[config.mk]
export PLATFORM = sky130hd
export DESIGN_NAME = guarded_state_fsm
export DESIGN_NICKNAME = d
export VERILOG_FILES = /design/src/rtl/guarded_state_fsm.sv
export SDC_FILE = /design/constraint.sdc
export NUM_CORES = 1
export LEC_CHECK = 0
export ABC_AREA = 0
export CAP_MARGIN = 20
export CORE_UTILIZATION = 43
export CTS_BUF_LIST = sky130_fd_sc_hd__clkbuf_16
export CTS_CLUSTER_SIZE = 25
export DETAILED_ROUTE_END_ITERATION = 10
export PLACE_DENSITY = 0.77
export SLEW_MARGIN = 30
export SYNTH_ARGS = -nofsm -noshare
export SYNTH_HDL_FRONTEND = slang
export SYNTH_SLANG_ARGS = --single-unit
export TNS_END_PERCENT = 50
[constraint.sdc]
create_clock -name clk -period 1.9 [get_ports clk]
set_input_delay 0.285 -clock clk [delete_from_list [all_inputs] [get_ports clk]]
set_output_delay 0.285 -clock clk [all_outputs]
set_load 0.05 [all_outputs]
[src/rtl/guarded_state_fsm.sv]
// Guarded user-state register: applies requested target states only when legal, rejects others.
// Latency: accepted request updates out and pulses req_ack/req_err one cycle later (registered).
// Backpressure: req_ready = !locked; once locked, requests are never accepted until rst.
//
// Ports: clk/rst (sync, active-high); req_valid/req_state/req_ready request handshake;
// lock sets sticky locked; out = current state; req_ack/req_err/timeout_evt one-cycle pulses;
// fault = sticky illegal-encoding flag.
module guarded_state_fsm #(
    parameter int SW         = 3,
    parameter int NUM_STATES = 6,
    parameter int SAFE_STATE = 0,
    parameter int TIMEOUT    = 16
) (
    input  logic          clk,
    input  logic          rst,
    input  logic          req_valid,
    input  logic [SW-1:0] req_state,
    output logic          req_ready,
    input  logic          lock,
    output logic [SW-1:0] out,
    output logic          req_ack,
    output logic          req_err,
    output logic          fault,
    output logic          locked,
    output logic          timeout_evt
);

    localparam logic [SW-1:0] SAFE   = SW'(SAFE_STATE);
    // One extra bit so NUM_STATES == 2**SW and s+1 overflow compare correctly.
    localparam logic [SW:0]   NS_EXT = (SW+1)'(NUM_STATES);

    logic [SW-1:0] out_q, out_d;
    logic          ack_q, ack_d;
    logic          err_q, err_d;
    logic          fault_q, fault_d;
    logic          locked_q, locked_d;
    logic          tevt_q, tevt_d;

    logic          accept;
    logic          bad_enc;
    logic          legal;
    logic          tmo_hit;
    logic          cnt_clr;
    logic [SW:0]   cur_ext, nxt_ext, req_ext;

    always_comb begin
        cur_ext  = {1'b0, out_q};
        nxt_ext  = cur_ext + (SW+1)'(1);
        req_ext  = {1'b0, req_state};
        accept   = req_valid && !locked_q;
        bad_enc  = cur_ext >= NS_EXT;
        // Hold, step forward by one (if that state exists), or abort to safe.
        legal    = (req_state == out_q) || (req_state == SAFE) ||
                   ((nxt_ext < NS_EXT) && (req_ext == nxt_ext));

        out_d    = out_q;
        ack_d    = 1'b0;
        err_d    = 1'b0;
        fault_d  = fault_q;
        locked_d = locked_q | lock;
        tevt_d   = 1'b0;

        if (bad_enc) begin
            // Corrupted encoding: recover first; a coincident request is consumed and rejected.
            out_d   = SAFE;
            fault_d = 1'b1;
            err_d   = accept;
        end else if (accept) begin
            if (legal) begin
                out_d = req_state;
                ack_d = 1'b1;
            end else begin
                err_d = 1'b1;
            end
        end else if (tmo_hit) begin
            out_d  = SAFE;
            tevt_d = 1'b1;
        end

        cnt_clr = bad_enc || accept || (out_q == SAFE) || tmo_hit;
    end

    generate
        if (TIMEOUT > 0) begin : g_tmo
            localparam int CW = $clog2(TIMEOUT + 1);
            logic [CW-1:0] cnt_q, cnt_d;

            // Counter clears at TIMEOUT-1 via tmo_hit, so it never wraps.
            always_comb cnt_d = cnt_clr ? '0 : cnt_q + CW'(1);
            assign tmo_hit = (out_q != SAFE) && (cnt_q == CW'(TIMEOUT - 1));

            always_ff @(posedge clk) begin
                if (rst) cnt_q <= '0;
                else     cnt_q <= cnt_d;
            end
        end else begin : g_no_tmo
            assign tmo_hit = 1'b0;
        end
    endgenerate

    always_ff @(posedge clk) begin
        if (rst) begin
            out_q    <= SAFE;
            ack_q    <= 1'b0;
            err_q    <= 1'b0;
            fault_q  <= 1'b0;
            locked_q <= 1'b0;
            tevt_q   <= 1'b0;
        end else begin
            out_q    <= out_d;
            ack_q    <= ack_d;
            err_q    <= err_d;
            fault_q  <= fault_d;
            locked_q <= locked_d;
            tevt_q   <= tevt_d;
        end
    end

    assign req_ready   = !locked_q;
    assign out         = out_q;
    assign req_ack     = ack_q;
    assign req_err     = err_q;
    assign fault       = fault_q;
    assign locked      = locked_q;
    assign timeout_evt = tevt_q;

endmodule

# Yosys cells after proc, flatten, opt, wreduce, memory -nomap -nowiden
# Cells that the tools add are included.
[classes]
eq_ne = 4
n_addsub = 2
mux = 8
reduce_logical = 18
bitwise = 2
order_cmp = 2
[op_table]
columns = ["operator", "n"]
rows = [
  ["$mux 3", 3],
  ["$logic_not 3->1", 2],
  ["$reduce_or 3->1", 2],
  ["$add 5x1->5 const B", 1],
  ["$eq 5x4->1 const B", 1],
  ["$logic_or 1x1->1", 5],
  ["$mux 1", 5],
  ["$add 3x1->4 const B", 1],
  ["$eq 3x4->1", 1],
  ["$lt 4x3->1 const B", 1],
  ["$reduce_or 2->1", 2],
  ["$eq 3x3->1", 1],
  ["$ge 3x3->1 const B", 1],
  ["$logic_and 1x1->1", 3],
  ["$reduce_bool 3->1", 1],
  ["$ne 2x1->1 const B", 1],
  ["$reduce_and 2->1", 1],
  ["$reduce_bool 2->1", 1],
  ["$logic_not 1->1", 1],
  ["$not 1->1", 1],
  ["$or 1x1->1", 1],
]
[word_totals]
elab_cells = 43
out_inout_bits = 9
ff_bits = 13

# Longest topological paths before layout
# Gate-level depths: netlist of the first run.
[logic_depth]
ltp_word = 7
ltp_mapped = 8
ltp_nobuf = 7

# Least setup slack after synthesis of the first run
# OpenSTA, ideal clock, no wires.
[synth_path]
path_kind = "register to register"
from = "register out_q[0] (netlist: out[0])"
to = "register out_q[1] (netlist: out[1])"
setup_time_ns = 0.079
n_path_buf = 1
period_less_slack_ns = 2.507
required_ns = 1.821
setup_slack_ns = -0.607
t_arrival_ns = 2.428
stages_incl_launch_ff = 9
cell_sequence = "dfxtp_1 clkbuf_1 inv_1 ha_1 and3b_1 o311ai_1 a21oi_1 or4_1 o211ai_1"
[synth_via]
elab_chain_len = 6
[synth_lines]
columns = ["element", "line_no", "rtl"]
rows = [
  ["start: declaration", "32", "logic [SW-1:0] out_q, out_d;"],
  ["start signal: assignment", "110", "out_q <= out_d;"],
  ["$add 3x1->4", "48", "nxt_ext = cur_ext + (SW+1)'(1);"],
  ["$lt 4x3->1 / $eq 3x4->1 (equally long branches)", "54", "((nxt_ext < NS_EXT) && (req_ext == nxt_ext));"],
  ["$logic_and 1x1->1", "54", ""],
  ["$logic_or 1x1->1", "53", "legal = (req_state == out_q) || (req_state == SAFE) ||"],
  ["$ne 2x1->1 (no line)", "-", ""],
  ["$reduce_and 2->1 (no line)", "-", ""],
]
# Parallel ways exist; a longest one is shown, timed or not.
# A chain may end at the register's enable or synchronous reset.

# Worst setup path after layout of the first run
[layout_path]
from = "register out_q[1] (netlist: out[1])"
to = "register out_q[0] (netlist: out[0])"
# Same word-level chain as after synthesis.

==> impl_results.md, run 1 <==
* Outcome: finished clean
* Clock tree from TritonCTS: built
* Clock-pin transition on the worst setup and hold timing paths at 0.04 ns
* Pin slew with the least headroom to its limit at 0.590 ns
* Finished Cell Area at 1180 um2
* Sw power at 205 uW
* Crit-path max cell delay at 0.39 ns
* R2R Setup Slk at 0.04 ns
* Row count at 15
* Asr flop ratio synth at 0%
* Library cells used by synthesis at 36
* Pin count of the biggest net entering global routing at 11
* Mapped Avg Cell Area at 8.55 um2
* Die Area at 1980 um2
* Required time worst endpoint at 2.05 ns
* Max-slew headroom at 60.6%
* Grt total ovfl at 0
* Post-synthesis cell area at 778 um2
* # hold bufs at CTS at 0
* Clk_lat worst skew at 0.24 ns
* RSZ-0062 raised after global routing: true
* Hold path depth at 1
* Final setup viols at 0
* CTS Root Cell: clkbuf_16
* Number of enable flip-flop cells after synthesis at 0
* Final worst-path setup slack at 0.0379 ns
* Critical Path Start: out[1]
* Final hold viol count at 0
* Clock Skews at 0.000455 ns
* Seq/Total Area, Yosys at 33.4%
* CP max FO at 6
* Crit path DAT at 2.02 ns
* Initial drt markers at 6
* RR Endpoint: out[0]
* WL final at 1690 um
* DP Area at 1070 um2
* Initial antenna violation count at 0
* Worst Hold Path EP: g_tmo.cnt_q[0]
* HPWL Detailed at 1330 um
* Reg2reg start: out[1]
* Htree depth at 1
* Vias at 736
* Final cell count without fillers at 144
* Fraction of the cycle the final worst path needs at 98.0%
* Power share of the combinational group at 18.8%
* Max IR drop VDD at 0.666 mV
* Core Region at 1710 um2
* Placer Congestion at 0.794
* PortBufs at 15
* CTS Buf Count at 3
* DRC Markers at 0
* WS Path Type: flop to flop
* Startpoint types: flop
* Fmax at 537 MHz
* Internal at 630 uW
* # Max-Cap Violations at 0
* Clock power frac at 46.6%
* Pwr dens at 710 nW/um2
* First-pass GRT wire length at 2790 um
* Drt first pass iters at 4
* Warning count from the yosys run at 0
* Cell Chain, Critical Path: inv_2 -> ha_4 -> and3b_1 -> o311ai_2 -> a21oi_2 -> or3_4 -> o211ai_1
* Final ANT Viol Nets at 0
* Sw frac at 24.5%
* Seq cells post-synth at 13
* Final Max Tran Viols at 0
* Final Power at 835 uW
* CTS Buffer Depth at 2
* Vias in the first global route at 639
* GRT Total Usage at 19.3%
* Layout cells sized above 1 at 27.7%
* Die width at 44.5 um
* Setup WS pre-CTS at -0.224 ns
* Commonest non-fill, non-tap cell in the layout: buf_4
* Wire length per cell at 11.8 um
* Dpl cells at 139
* Leakage at 0.000469 uW
* HP Class: flop to flop
* Register share of total power at 34.6%
* Commonest non-fill, non-tap cells in the layout: buf_4 (15), clkdlybuf4s50_1 (13), nor2_1 (12)
* CP max-delay cell: dfxtp_4
* I/O pins at 16
* Synth-to-Final Area Change at 51.3%
* Layout net count at 132
* Fin crit period at 1.86 ns
* Kind of end point of the critical path: flop
* Diode count at 0
* Initial Util at 45.6%
* Post-Synthesis Cells at 91
* Die extent in y at 44.5 um
* Vias per cell at 5.11
* Synth Flop Type: dfxtp_1
* Worst R2R Path Depth at 7
* Hold path start: g_tmo.cnt_q[0]
* Syn Nets at 103
* CTS Sinks at 13
sequential cells by signal, summed over array words and instances, names as in the netlist:
register	cells
timeout_evt	1
req_err	1
out	3
g_tmo.cnt_q	5
locked	1
req_ack	1
fault	1
cells by family after synthesis:
logic type | synth area share (%)
xor+xnor | 5.63
fa+ha+maj | 8.04
buf+inv | 8.36
compound gates | 18.2
flops | 33.4
simple gates | 26.4
layout make-up:
cell class	instances	area, um2
multi-input combinational	67	517
sequential	13	268
inverter	6	27.5
timing repair buffer	29	255
tap	25	31.3
clock inverter	1	3.75
fill	138	531
clock buffer	3	75.1
cells in the mapped netlist (2+ instances only):
cell	instances	share of area, %
o211ai_1	4	3.9
nand2b_1	2	1.6
a32oi_1	2	2.3
a21oi_1	2	1.3
inv_1	6	2.9
nor2b_1	4	3.2
or4_1	2	1.9
xor2_1	2	2.3
and2_1	2	1.6
or3_1	2	1.6
xnor2_1	3	3.4
dfxtp_1	13	33
ha_1	5	8.0
nand2_1	6	2.9
o21ai_0	4	2.6
nor2_1	12	5.8
how the worst max path moves through the flow:
stage | cells past startpoint | end | slack (ns)
floorplan | 8 | out[1] | -0.13
finish | 7 | out[0] | 0.04
detailed placement | 6 | req_ack | -0.22
global placement | 6 | out[1] | -0.16
global route | 7 | out[0] | -0.05
CTS | 7 | req_ack | 0.005
worst max-delay path, delay by kind of cell, from the launching register on:
kind / cells / cell delay (ns)
and+or+nand+nor: 2 / 0.57
AOI/OAI and AO/OA: 3 / 0.50
DFF: 1 / 0.39
adders and majority gates: 1 / 0.27
buffers and inverters: 1 / 0.05
stage by stage:
step           TNS [ns]  util [%]  hold WS, ns
4_1_cts               0      68.0        0.452
3_3_place_gp     -0.660      62.9        0.434
2_1_floorplan    -0.441         -        0.357
3_5_place_dp     -0.989      62.9        0.445
5_1_grt          -0.179      68.9        0.485
6_report              0      68.9        0.447
power by group through the flow:
stage | combinational (uW) | sequential [uW] | clock [uW]
floorplan | 76.3 | 312 | 0
global placement | 146 | 294 | 0
detailed placement | 150 | 294 | 0
CTS | 153 | 289 | 395
global route | 167 | 291 | 412
finish | 157 | 289 | 390
layer usage:
layer / GRT usage, % / vias to the layer above / routed length (um)
met2: 33.2 / 18 / 862
met5: 0 / - / 0
met1: 22.3 / 339 / 731
met3: 8.57 / 2 / 90
met4: 3.64 / 0 / 8
li1: - / 377 / -
repair_timing:
action / CTS / global route
setup buffers: 1 / 0
resized for setup: 0 / 4
gates cloned: 0 / 0
pin swaps: 0 / 3
endpoints found under the setup margin: 1 / 5
Power figures use the tool's default switching activity.
==> run 2: changes to the inputs <==
--- a/config.mk
+++ b/config.mk
@@ -9,8 +9,10 @@
 export CAP_MARGIN = 20
 export CORE_UTILIZATION = 43
 export CTS_BUF_LIST = sky130_fd_sc_hd__clkbuf_16
+export CTS_CLUSTER_DIAMETER = 30
 export CTS_CLUSTER_SIZE = 25
 export DETAILED_ROUTE_END_ITERATION = 10
+export GPL_TIMING_DRIVEN = 0
 export PLACE_DENSITY = 0.77
 export SLEW_MARGIN = 30
 export SYNTH_ARGS = -nofsm -noshare
==> run 2 against run 1 <==
  * Global-route usage grew 0.39 points
  * Design area shrank 2.7%
  * Utilization shrank 1.8 points
  * Clock power is essentially flat
  * Total power shrank 0.94%
  * Highest routed layer unchanged
==> impl_results.md, run 2 (synthesis results as in run 1) <==
* CTS Root Cell: clkbuf_16 (unchanged)
* I/O pins at 16 (unchanged)
* HP Class: input pin to flop (was flop to flop)
* Htree depth at 1 (unchanged)
* Sw frac at 24.6% (was 24.5%)
* Pin slew with the least headroom to its limit at 0.600 ns (was 0.590 ns)
* Required time worst endpoint at 2.03 ns (was 2.05 ns)
* CTS Sinks at 13 (unchanged)
* Die width at 44.5 um (unchanged)
* Vias per cell at 5.21 (was 5.11)
* Final ANT Viol Nets at 0 (unchanged)
* Fraction of the cycle the final worst path needs at 98.1% (was 98.0%)
* Register share of total power at 34.4% (was 34.6%)
* Outcome: finished clean (unchanged)
* CTS Buffer Depth at 2 (unchanged)
* Diode count at 0 (unchanged)
* Fmax at 536 MHz (was 537 MHz)
* Clock-pin transition on the worst setup and hold timing paths at 0.05 ns (was 0.04 ns)
* Kind of end point of the critical path: flop (unchanged)
* Crit path DAT at 1.99 ns (was 2.02 ns)
* Die Area at 1980 um2 (unchanged)
* Placer Congestion at 0.742 (was 0.794)
* Max-slew headroom at 59.8% (was 60.6%)
* Reg with most FFs: g_tmo.cnt_q (unchanged)
* Met2 routed WL at 871 um (was 862 um)
* Final setup viols at 0 (unchanged)
* Max IR drop VDD at 0.638 mV (was 0.666 mV)
* Final Util at 67.1% (was 68.9%)
* First-pass GRT wire length at 2830 um (was 2790 um)
* WL final at 1670 um (was 1690 um)
* Die extent in y at 44.5 um (unchanged)
* Clk_lat worst skew at 0.24 ns (about the same)
* CTS Buf Count at 3 (unchanged)
* PortBufs at 14 (was 15)
* Final Max Tran Viols at 0 (unchanged)
* HPWL Detailed at 1120 um (was 1330 um)
* Commonest non-fill, non-tap cell in the layout: clkdlybuf4s50_1 (was buf_4)
* Fin crit period at 1.86 ns (about the same)
* CP max FO at 6 (unchanged)
* Initial Util at 45.6% (unchanged)
* Drt first pass iters at 4 (unchanged)
* RSZ-0062 raised after global routing: true (unchanged)
* Final hold viol count at 0 (unchanged)
* Clock Skews at 0.00466 ns (was 0.000455 ns)
* Core Region at 1710 um2 (unchanged)
* Vias in the first global route at 638 (was 639)
* Wire length per cell at 12.1 um (was 11.8 um)
* Initial drt markers at 9 (was 6)
* Wire length on met3 at 68 um (was 90 um)
* Commonest non-fill, non-tap cells in the layout: clkdlybuf4s50_1 (14), nor2_1 (12), dfxtp_1 (11) (was buf_4 (15), clkdlybuf4s50_1 (13), nor2_1 (12))
* Power share of the combinational group at 18.5% (was 18.8%)
* Clock tree from TritonCTS: built (unchanged)
* Max layer used: met4 (unchanged)
* Layout cells sized above 1 at 23.9% (was 27.7%)
* Layout net count at 126 (was 132)
* Internal at 624 uW (was 630 uW)
* Max FFs per register at 5 (unchanged)
* Vias at 719 (was 736)
* Startpoint types: flop (unchanged)
* Pin count of the biggest net entering global routing at 11 (unchanged)
* Initial antenna violation count at 0 (unchanged)
* Clock power frac at 47.1% (was 46.6%)
* Sw power at 203 uW (was 205 uW)
* Met1 Wirelength at 720 um (was 731 um)
* Final Power at 828 uW (was 835 uW)
* Pwr dens at 722 nW/um2 (was 710 nW/um2)
* # hold bufs at CTS at 0 (unchanged)
* # Max-Cap Violations at 0 (unchanged)
* Synth-to-Final Area Change at 47.3% (was 51.3%)
* Leakage at 0.000435 uW (was 0.000469 uW)
* GRT Total Usage at 19.7% (was 19.3%)
* WS Path Type: flop to flop (unchanged)
* Grt total ovfl at 0 (unchanged)
* Row count at 15 (unchanged)
* DRC Markers at 0 (unchanged)
[run 2: timing repair]
action	CTS	global route
resized for setup	1	4
setup buffers	5	0
pin swaps	5	6
endpoints found under the setup margin	4	5
[run 2: layout make-up]
type | instances | area (um2)
clock inverter | 1 | 3.75
multi-input combinational | 67 | 519
sequential | 13 | 268
timing repair buffer | 19 | 178
clock buffer | 3 | 75.1
buffer | 4 | 41.3
inverter | 6 | 30.0
fill | 135 | 562
tap | 25 | 31.3
[run 2: path summary, 6_finish.rpt]
kind	end	from	cells past startpoint	slack, ns
worst max register to register	req_ack	out[1]	8	0.04
worst min-delay path	out[1]	req_state[1]	3	0.33
worst min register to register	g_tmo.cnt_q[0]	g_tmo.cnt_q[0]	1	0.45
worst max-delay path	req_ack	out[1]	8	0.04
[run 2: power groups by stage]
stage | clock network [uW] | registers [uW] | logic (uW)
after global placement | 0 | 290 | 137
after CTS | 394 | 285 | 148
after global routing | 410 | 286 | 165
after floorplan | 0 | 312 | 76.3
final | 390 | 285 | 153
after detailed placement | 0 | 291 | 139
[run 2: worst max-delay path, stage by stage (launching register included)]
cell and delay, ns:
dfxtp_4 0.35, buf_6 0.10, inv_4 0.03, ha_4 0.25
and3b_1 0.17, o311ai_2 0.23, a21oi_2 0.10, or3_1 0.37
and2_1 0.15
[run 2: metal layers]
layer  vias to the layer above  track usage, %
met5                         -               0
met4                         0            5.45
met3                         2            6.12
met2                        21            34.1
met1                       332            23.4
li1                        364               -
[run 2: metrics by stage]
step / setup TNS (ns) / worst slack [ns] / instance area (um2) / hold WS [ns] / cells
after floorplan: -0.441 / -0.134 / 851 / 0.357 / 91
after global placement: -0.795 / -0.193 / 1020 / 0.431 / 130
after detailed placement: -0.888 / -0.204 / 1020 / 0.442 / 130
after CTS: -0.0175 / -0.0169 / 1130 / 0.331 / 138
after global routing: -0.134 / -0.0571 / 1150 / 0.341 / 138
final: 0 / 0.0359 / 1150 / 0.334 / 138
